`src/rtl/traffic_display_driver.sv`:
```
// Lamp decode, sequential double-dabble BCD conversion and 4-digit multiplexed 7-segment drive.
// Optional macro LEADING_ZERO_BLANK_EN blanks a lane's tens digit when it is zero.
module traffic_display_driver #(
    parameter int SCAN_DIV  = 1000,
    parameter int BLINK_DIV = 50000
) (
    input  logic       clk,
    input  logic       reset,
    input  logic [2:0] state,
    input  logic [6:0] timeLane1,
    input  logic [6:0] timeLane2,
    output logic [2:0] lamp1,
    output logic [2:0] lamp2,
    output logic [6:0] seg,
    output logic [3:0] an,
    output logic       busy
);
    localparam int SCAN_W  = (SCAN_DIV > 1) ? $clog2(SCAN_DIV) : 1;
    localparam int BLINK_W = (BLINK_DIV > 1) ? $clog2(BLINK_DIV) : 1;

    localparam logic [2:0] LAMP_R = 3'b100;
    localparam logic [2:0] LAMP_Y = 3'b010;
    localparam logic [2:0] LAMP_G = 3'b001;

    typedef enum logic [1:0] {S_IDLE, S_CONV1, S_CONV2, S_LOAD} conv_state_t;

    function automatic logic [6:0] clamp99(input logic [6:0] v);
        return (v > 7'd99) ? 7'd99 : v;
    endfunction

    // One double-dabble iteration on {bcd_tens, bcd_ones, binary}: adjust then shift.
    function automatic logic [14:0] dd_step(input logic [14:0] w);
        logic [3:0] hi;
        logic [3:0] lo;
        hi = w[14:11];
        lo = w[10:7];
        if (lo >= 4'd5) lo = lo + 4'd3;
        if (hi >= 4'd5) hi = hi + 4'd3;
        return {hi[2:0], lo, w[6:0], 1'b0};
    endfunction

    function automatic logic [6:0] seg_encode(input logic [3:0] d);
        case (d)
            4'd0:    return 7'b1000000;
            4'd1:    return 7'b1111001;
            4'd2:    return 7'b0100100;
            4'd3:    return 7'b0110000;
            4'd4:    return 7'b0011001;
            4'd5:    return 7'b0010010;
            4'd6:    return 7'b0000010;
            4'd7:    return 7'b1111000;
            4'd8:    return 7'b0000000;
            4'd9:    return 7'b0010000;
            default: return 7'h7F;
        endcase
    endfunction

    conv_state_t        conv_q, conv_d;
    logic [2:0]         bit_cnt_q, bit_cnt_d;
    logic [13:0]        shadow_q, shadow_d;
    logic [14:0]        work_q, work_d;
    logic [6:0]         snap2_q, snap2_d;
    logic [7:0]         res1_q, res1_d;
    logic [7:0]         disp1_q, disp1_d;
    logic [7:0]         disp2_q, disp2_d;
    logic [SCAN_W-1:0]  scan_cnt_q, scan_cnt_d;
    logic [1:0]         idx_q, idx_d;
    logic [BLINK_W-1:0] blink_cnt_q, blink_cnt_d;
    logic               phase_q, phase_d;
    logic [2:0]         lamp1_q, lamp1_d;
    logic [2:0]         lamp2_q, lamp2_d;
    logic [6:0]         seg_q, seg_d;
    logic [3:0]         an_q, an_d;

    logic [14:0]        step_w;
    logic [3:0]         digit;
    logic               blank;

    always_comb begin
        conv_d      = conv_q;
        bit_cnt_d   = bit_cnt_q;
        shadow_d    = shadow_q;
        work_d      = work_q;
        snap2_d     = snap2_q;
        res1_d      = res1_q;
        disp1_d     = disp1_q;
        disp2_d     = disp2_q;
        scan_cnt_d  = scan_cnt_q;
        idx_d       = idx_q;
        blink_cnt_d = blink_cnt_q;
        phase_d     = phase_q;
        lamp1_d     = 3'b000;
        lamp2_d     = 3'b000;
        blank       = 1'b0;
        digit       = 4'd0;
        step_w      = dd_step(work_q);

        if (blink_cnt_q == BLINK_W'(BLINK_DIV - 1)) begin
            blink_cnt_d = '0;
            phase_d     = ~phase_q;
        end else begin
            blink_cnt_d = blink_cnt_q + 1'b1;
        end

        case (state)
            3'd3: begin lamp1_d = LAMP_G; lamp2_d = LAMP_R; end
            3'd4: begin lamp1_d = LAMP_Y; lamp2_d = LAMP_R; end
            3'd5: begin lamp1_d = LAMP_R; lamp2_d = LAMP_G; end
            3'd6: begin lamp1_d = LAMP_R; lamp2_d = LAMP_Y; end
            default: begin
                blank   = 1'b1;
                lamp1_d = phase_q ? LAMP_Y : 3'b000;
                lamp2_d = phase_q ? LAMP_Y : 3'b000;
            end
        endcase

        // Shadow holds the raw inputs so an over-range value does not retrigger forever.
        case (conv_q)
            S_IDLE: begin
                if ({timeLane1, timeLane2} != shadow_q) begin
                    shadow_d  = {timeLane1, timeLane2};
                    work_d    = {8'd0, clamp99(timeLane1)};
                    snap2_d   = clamp99(timeLane2);
                    bit_cnt_d = 3'd0;
                    conv_d    = S_CONV1;
                end
            end
            S_CONV1: begin
                work_d    = step_w;
                bit_cnt_d = bit_cnt_q + 3'd1;
                if (bit_cnt_q == 3'd6) begin
                    res1_d    = step_w[14:7];
                    work_d    = {8'd0, snap2_q};
                    bit_cnt_d = 3'd0;
                    conv_d    = S_CONV2;
                end
            end
            S_CONV2: begin
                work_d    = step_w;
                bit_cnt_d = bit_cnt_q + 3'd1;
                if (bit_cnt_q == 3'd6) begin
                    bit_cnt_d = 3'd0;
                    conv_d    = S_LOAD;
                end
            end
            S_LOAD: begin
                disp1_d = res1_q;
                disp2_d = work_q[14:7];
                conv_d  = S_IDLE;
            end
            default: conv_d = S_IDLE;
        endcase

        if (scan_cnt_q == SCAN_W'(SCAN_DIV - 1)) begin
            scan_cnt_d = '0;
            idx_d      = idx_q + 2'd1;
        end else begin
            scan_cnt_d = scan_cnt_q + 1'b1;
        end

        case (idx_q)
            2'd0:    digit = disp1_q[3:0];
            2'd1:    digit = disp1_q[7:4];
            2'd2:    digit = disp2_q[3:0];
            default: digit = disp2_q[7:4];
        endcase
`ifdef LEADING_ZERO_BLANK_EN
        if (idx_q[0] && (digit == 4'd0)) blank = 1'b1;
`endif
        an_d  = blank ? 4'hF : ~(4'b0001 << idx_q);
        seg_d = blank ? 7'h7F : seg_encode(digit);
    end

    always_ff @(posedge clk) begin
        if (reset) begin
            conv_q      <= S_IDLE;
            bit_cnt_q   <= 3'd0;
            shadow_q    <= 14'd0;
            work_q      <= 15'd0;
            snap2_q     <= 7'd0;
            res1_q      <= 8'd0;
            disp1_q     <= 8'd0;
            disp2_q     <= 8'd0;
            scan_cnt_q  <= '0;
            idx_q       <= 2'd0;
            blink_cnt_q <= '0;
            phase_q     <= 1'b1;
            lamp1_q     <= 3'b000;
            lamp2_q     <= 3'b000;
            seg_q       <= 7'h7F;
            an_q        <= 4'hF;
        end else begin
            conv_q      <= conv_d;
            bit_cnt_q   <= bit_cnt_d;
            shadow_q    <= shadow_d;
            work_q      <= work_d;
            snap2_q     <= snap2_d;
            res1_q      <= res1_d;
            disp1_q     <= disp1_d;
            disp2_q     <= disp2_d;
            scan_cnt_q  <= scan_cnt_d;
            idx_q       <= idx_d;
            blink_cnt_q <= blink_cnt_d;
            phase_q     <= phase_d;
            lamp1_q     <= lamp1_d;
            lamp2_q     <= lamp2_d;
            seg_q       <= seg_d;
            an_q        <= an_d;
        end
    end

    assign lamp1 = lamp1_q;
    assign lamp2 = lamp2_q;
    assign seg   = seg_q;
    assign an    = an_q;
    assign busy  = (conv_q != S_IDLE);
endmodule

```
`config.mk`:
```
export PLATFORM = sky130hd
export DESIGN_NAME = traffic_display_driver
export DESIGN_NICKNAME = d
export VERILOG_FILES = /design/src/rtl/traffic_display_driver.sv
export SDC_FILE = /design/constraint.sdc
export NUM_CORES = 1
export LEC_CHECK = 0
export BUFFER_PORTS_ARGS = -buffer_cell sky130_fd_sc_hd__buf_4
export CAP_MARGIN = 10
export CORE_ASPECT_RATIO = 0.5
export CORE_UTILIZATION = 40
export DETAILED_ROUTE_END_ITERATION = 8
export SLEW_MARGIN = 20
export SYNTH_ARGS = -nofsm -noshare
export SYNTH_HDL_FRONTEND = slang
export SYNTH_SLANG_ARGS = --single-unit
```
`constraint.sdc`:
```
create_clock -name clk -period 1.9 [get_ports clk]
set_input_delay 0.285 -clock clk [delete_from_list [all_inputs] [get_ports clk]]
set_output_delay 0.285 -clock clk [all_outputs]
set_load 0.01 [all_outputs]
```
; Yosys cells after proc, flatten, opt, wreduce, memory -nomap -nowiden
; Memories as Yosys holds them, arrays and structs flattened. A register that Yosys moved wholly into a read port is not among the register bits.
; Cells that the tools add are included.
[word_totals]
elab_cells = 81
memories = 1
romBits = 112
regBits = 104
output_inout_bits = 18
[op_classes]
reduce_logical = 17
mux = 18
n_addsub = 6
n_lt_le_gt_ge = 4
eq_ne = 16
shifts = 1
bitwise_logic = 3
[mem_list]
columns = memory, words, word_bits, rd, rd_ports_with_merged_regs, wr, line
row1 = (no name shown), 16, 7, 1, 1, 0, 43  ; case (d)
[op_table]
columns = op, n
row1 = 15-bit case mux with 3 select lines, 1
row2 = 15-bit two-way mux, 2
row3 = 3-bit case mux with 3 select lines, 2
row4 = "16-bit by 1-bit adder with 16-bit output, second input constant", 1
row5 = "16-bit == test, second input constant", 1
row6 = "7-bit > comparator, second input constant", 2
row7 = 7-bit two-way mux, 2
row8 = 14-bit inequality test, 1
row9 = "3-bit == test, second input constant", 4
row10 = 4-bit case mux with 3 select lines, 1
row11 = 2-bit OR reduction, 6
row12 = "10-bit by 1-bit adder with 10-bit output, second input constant", 1
row13 = "10-bit == test, second input constant", 1
row14 = 3-bit two-way mux, 3
row15 = "4-bit by 3-bit >= comparator with 1-bit output, second input constant", 2
row16 = 2-bit two-way mux, 4
row17 = 2-bit case mux with 4 select lines, 1
row18 = 2-bit AND reduction, 4
row19 = "2-bit == test, second input constant", 3
row20 = "2-bit inequality test, second input constant", 3
row21 = 3-bit case mux with 2 select lines, 1
row22 = "4-bit by 2-bit adder with 4-bit output, second input constant", 1
row23 = "2-bit by 1-bit == test with 1-bit output, second input constant", 2
row24 = 2-bit logical NOT, 2
row25 = other kinds (12), 14

; Longest topological paths before layout
; Gate-level depths: netlist of the first run.
[depth]
ltp_word = 4
ltp_mapped = 8
ltp_nobuf = 8

; Worst setup path before layout of the first run
; OpenSTA, ideal clock, no wires.
[synth_path]
path_type = register -> register
startpoint = register idx_q[1]
endpoint = register seg_q[3], in the netlist seg[3]
setup_slack_ns = -0.128
arrival_ns = 1.906
n_path_buf = 1
stages_incl_launch_ff = 6
path_cell_list = dfxtp_1 -> ha_1 -> clkbuf_1 -> mux2i_1 -> ha_1 -> a221o_1
[synth_between]
elab_chain_len = 2
word_cells_on_any_way = 4
cone_classes = eq/ne (2) / mux (1) / reduce/logical (1)
[synth_rtl]
columns = item, line
row1 = from (decl), 67  ; logic [1:0] idx_q, idx_d;
row2 = from (signal assigned), 202  ; idx_q <= idx_d;
row3 = 2-bit == test (tied with other cells), 161  ; case (idx_q)
row4 = 4-bit case mux with 3 select lines (*), 161
row5 = to (decl), 72  ; logic [6:0] seg_q, seg_d;
; Every way passes the cells marked *; elsewhere a longest branch is shown, timed or not.
; A chain may end at the register's enable or synchronous reset.

; Worst setup path in the final report of the first run
[layout_path]
startpoint = register idx_q[0]
endpoint = register seg_q[3], in the netlist seg[3]
; Same word-level chain as after synthesis.

==> results of run 1 <==
==> worst max-delay path: stages, from the launching register on <==
cell and delay [ps]:
dfxtp_4 380, inv_6 50, ha_4 170, buf_6 110
a222oi_1 420, mux2i_2 160, o21ai_2 180, nand2_1 80
a221o_1 260
==> flip-flops by register name, summed over array words and instances (netlist names) <==
signal and flops:
disp2_q 8, res1_q 8, phase_q 1, seg 7
lamp1 3, scan_cnt_q 10, snap2_q 7, work_q 15
an 4, blink_cnt_q 16, bit_cnt_q 3, shadow_q 14
disp1_q 8, conv_q 2, lamp2 3, idx_q 2
==> metal layers <==
layer | part of all wire | GRT usage
met5 | 0 | 0
met1 | 0.54 | 0.222
met2 | 0.42 | 0.257
met4 | 0.0060 | 0.0368
met3 | 0.025 | 0.0364
==> synth_stat cells, types with 2 or more instances <==
master / count
mux2i_1: 46
buf_4: 2
dfxtp_1: 111
nand4_1: 6
nor4_1: 3
nand2b_1: 9
buf_2: 5
clkbuf_1: 17
xnor2_1: 32
mux2_2: 2
o21a_1: 2
a211oi_1: 7
nand3_1: 28
and2_1: 3
xor2_1: 9
a221o_1: 2
nand4_2: 2
nor3b_1: 6
a21oi_1: 23
ha_1: 20
o311ai_0: 2
a311oi_1: 2
nor2_1: 97
nor4bb_1: 2
nand4b_1: 2
nand3b_1: 4
nor3_1: 13
and3_1: 3
a222oi_1: 4
o21ai_0: 17
or4_1: 2
nor3_2: 2
inv_1: 21
nand2_1: 33
nor2b_1: 5
==> what timing repair did <==
item                                    CTS  global route
hold buffers                              0             0
resized for setup                        10            16
buffers inserted                          3             3
pin swaps                                 3            12
endpoints found under the setup margin    4            41
==> area by class of cell <==
type / instances / area, um^2 / area share
Clock buffer: 11 / 233 / 0.0376
Clock inverter: 4 / 47.5 / 0.00768
Inverter: 21 / 83.8 / 0.0135
Multi-Input combinational cell: 400 / 2770 / 0.448
Sequential cell: 111 / 2230 / 0.360
Tap cell: 165 / 206 / 0.0333
Timing Repair Buffer: 77 / 619 / 0.100
==> worst paths after layout <==
kind	endpoint	slack, ps	cells past startpoint
max	seg[3]	-20	8
min	lamp2[0]	160	2
max reg2reg	seg[3]	-20	8
min reg2reg	scan_cnt_q[0]	440	1
==> power breakdown <==
| group | switching (W) | leakage [nW] | internal [W] | total, W |
|---|---|---|---|---|
| logic | 0.000802 | 1.38 | 0.000725 | 0.00153 |
| registers | 0.000175 | 0.907 | 0.00257 | 0.00274 |
| clock network | 0.000806 | 0.135 | 0.00101 | 0.00182 |
==> logic make-up after synthesis <==
family	share of synthesized area
mux	0.0955
flops	0.439
buf+inv	0.0408
fa+ha+maj	0.0495
xor+xnor	0.0710
simple gates	0.213
compound gates	0.0903
==> metrics by stage <==
step	setup WS (ps)	std cells
after floorplan	3.52	558
after global placement	-83.3	768
after detailed placement	-110	768
after CTS	0.771	786
after global routing	-111	789
final	-20.1	789
==> impl_metrics.toml, run 1 <==
[flow_run]
drv_cap = 0

[run_status]
outcome = "finished, violations left"
violations = "negative setup slack"

[global_routing]
antenna_found_initial = 0
grt_pass1_vias = 3485
grt_usage = 0.161
grt_max_degree = 41
overflow = 0
grt_first_pass_wirelength_um = 16900

[power_and_ir_drop]
total_power_w = 0.00609
powerDensity_mw_per_mm2 = 983
vdd_drop_max_uv = 447
leakagePower_nw = 2.43

[setup_path]
r2r-start = "idx_q[0]"
startpoint = "idx_q[0]"
end_kind = "flop"
cp.arrival_ps = 2150
cp_max_fo = 4
worstSetupPathType = "reg2reg"
required_ps = 2130
startpoint_type = "flop"

[layout]
area_growth_pct = 22.5
diodes = 0
fillers = 1154
drive_gt1_frac = 0.192
nNetsFinal = 659
final_common_cell = "dfxtp_1"
mostFrequentLayoutCells = "dfxtp_1, nor2_1, buf_4"
final_area_mm2 = 0.00619
utilization = 0.514

[synthesis]
synth_largest_area_cell = "dfxtp_1"
synthTopCellsByArea = "dfxtp_1, mux2i_1, nor2_1, xnor2_1, ha_1"
synth_nets = 597
async_reset_ff_frac = 0
synth_top_area_frac = 0.439
syn_avg_cell_area_um2 = 9.06
synth_edf_count = 0
synth_seq_cells = 111
synth_cells = 558
seq_area_frac_synth = 0.439
ys_types = 49
ys.warnings.count = 0
synth_ff_type = "dfxtp_1"
synth_area_mm2 = 0.00506

[timing]
fmax_mhz = 521
tightest_slew_ps = 440
setup-violations-final = 2
slew_violations = 0
period_share = 1.01
postLayoutSetupSlackWorst_ps = -20.1
max-slew-margin-rel = 0.705
rsz0062_at_grt = "true"
timing.final.hold_violations = 0
skew_ps = 8.47
setup_tns_ps = -32.9
fin_crit_ps = 1920
holdWs_ps = 162

[place]
port_buffers = 36
globalplace.congestion = 0.830
dpl-instance-area_mm2 = 0.00574
hpwl_um = 7140

[cts]
cts_max_path_buffers = 2
clock_sinks = 111
clock_tree.root_cell = "clkbuf_16"
clkTransAtPathRegs_ps = 70
numCtsBuffers = 9
clock_latency_ps = 340
cts_tree = "yes"
h-tree-depth = 3

[drt]
vias = 3923
wl_per_cell_um = 12.8
via_per_inst = 4.97
ant_nets = 0
drt_drc_violations_left = 0
dr.pass1.iters = 4
routed_wl_um = 10100
first_iter_violations = 254

[floorplan]
start_util = 0.420
rows = 28
io_pins = 37
fp.dieH_um = 81.5
core_area_mm2 = 0.0121
die-area_mm2 = 0.0131
die_x_um = 161

[worst_hold_path]
hold_class = "in2reg"
min_from = "state[1]"
(Power assumes the default switching activity.)
==> run 2, diff against run 1 <==
==> constraint.sdc (replaced) <==
create_clock -name clk -period 2.2 [get_ports clk]
set_input_delay 0.33 -clock clk [delete_from_list [all_inputs] [get_ports clk]]
set_output_delay 0.33 -clock clk [all_outputs]
set_load 0.01 [all_outputs]
==> impl_metrics.toml, run 2 (synthesized netlist as in run 1, its figures left out) <==
[run_status]
outcome = "completed"

[power_and_ir_drop]
leakagePower_nw = 2.28
vdd_drop_max_uv = 434
powerDensity_mw_per_mm2 = 902

[global_routing]
grt_pass1_vias = 3487
antenna_found_initial = 0
grt_first_pass_wirelength_um = 16900
overflow = 0
grt_max_degree = 50
grt_usage = 0.163

[layout]
diodes = 0
utilization = 0.489
top_register = "blink_cnt_q"
mostFrequentLayoutCells = "dfxtp_1, nor2_1, buf_4"
nNetsFinal = 632
drive_gt1_frac = 0.135
final_common_cell = "dfxtp_1"
area_growth_pct = 16.6
fin_cells = 763
largest_register_ffs = 16
reg_top3 = "blink_cnt_q (16), work_q (15), shadow_q (14)"

[cts]
clock_sinks = 111
h-tree-depth = 3
clock_latency_ps = 350
numCtsBuffers = 9
clock_tree.root_cell = "clkbuf_16"
cts_max_path_buffers = 2
cts_hold_buf = 0
cts_tree = "yes"
clkTransAtPathRegs_ps = 80

[floorplan]
start_util = 0.420
rows = 28
die_x_um = 161
io_pins = 37
die-area_mm2 = 0.0131
core_area_mm2 = 0.0121
fp.dieH_um = 81.5

[timing]
setup_tns_ps = 0
fmax_mhz = 481
setup-violations-final = 0
fin_crit_ps = 2080
period_share = 0.945
slew_violations = 0
skew_ps = 4.11
timing.final.hold_violations = 0
tightest_slew_ps = 696
max-slew-margin-rel = 0.523

[setup_path]
startpoint_type = "flop"
worstSetupPathType = "reg2reg"
cp_max_fo = 5
end_kind = "flop"
slowest_delay_ps = 420
cp.arrival_ps = 2330
critical_path.most_common_cell = "ha_1"
slowest_stage = "a222oi_1"
path_cells = "inv_1, ha_1, a222oi_1, mux2i_2, ha_1, a221o_1"
required_ps = 2450

[drt]
vias = 3809
wl_per_cell_um = 13.3
routed_wl_um = 10100
ant_nets = 0
first_iter_violations = 184
via_per_inst = 4.99
drt_drc_violations_left = 0
dr.pass1.iters = 4

[place]
globalplace.congestion = 0.825
hpwl_um = 7190
port_buffers = 36
dp.cells = 746

[worst_hold_path]
hold_class = "in2reg"

[flow_run]
drv_cap = 0
## run 2: changes by cell type in the layout (fill, tap and decap cells not counted), moves of 3 or more
cell and change:
ha_4 -3, xnor2_2 -7, xnor2_1 +7, buf_4 -26, ha_1 +4
## run 2: path summary, 6_finish.rpt
path              depth (start not counted)     startpoint       endpoint  slack [ps]
setup / recovery                          6       idx_q[0]         seg[3]         120
hold / removal                            2       state[1]       lamp2[0]         200
setup reg to reg                          6       idx_q[0]         seg[3]         120
hold reg to reg                           1  scan_cnt_q[0]  scan_cnt_q[0]         460
## run 2: what timing repair did
| item | CTS | global route |
|---|---|---|
| pin swaps | 0 | 1 |
| gates resized for setup | 1 | 6 |
| setup endpoints to repair | 2 | 6 |
| buffers inserted | 1 | 0 |
## run 2: stage by stage
stage,setup slack (ps),power [W],area [um^2],hold slack (ps)
2_1_floorplan,172,0.00332,5060,406
6_report,120,0.00531,5890,195
3_5_place_dp,-33.3,0.00364,5550,441
4_1_cts,60.5,0.00537,5880,187
3_3_place_gp,84.6,0.00363,5550,432
5_1_grt,-2.62,0.00560,5890,199
## run 2: final cells by class
class,instances,area [um^2]
fillers,1186,6160
multi-input cells,400,2660
flip-flops and latches,111,2220
repair buffers,50,413
clock buffers,10,239
well taps,165,206
inverters,21,78.8
clock inverters,6,76.3
## run 2: metal layers
metal / vias up / track usage / share of wire
met5: - / 0 / 0
met4: 0 / 0.0538 / 0.014
met3: 14 / 0.0369 / 0.032
met2: 38 / 0.269 / 0.45
met1: 1777 / 0.213 / 0.51
li1: 1980 / - / -
## run 2: report_power, final
| group | total (W) | switching, W | leakage [nW] | internal [W] |
|---|---|---|---|---|
| logic | 0.00123 | 0.000673 | 1.22 | 0.000561 |
| registers | 0.00236 | 0.000146 | 0.907 | 0.00222 |
| clock network | 0.00172 | 0.000782 | 0.156 | 0.000935 |
## run 2: critical path: cells and delay by family, from the launching register on
| kind | cells | cell delay [ps] |
|---|---|---|
| compound gates | 2 | 720 |
| fa+ha+maj | 2 | 590 |
| buf+inv | 1 | 90 |
| flops | 1 | 360 |
| mux | 1 | 210 |
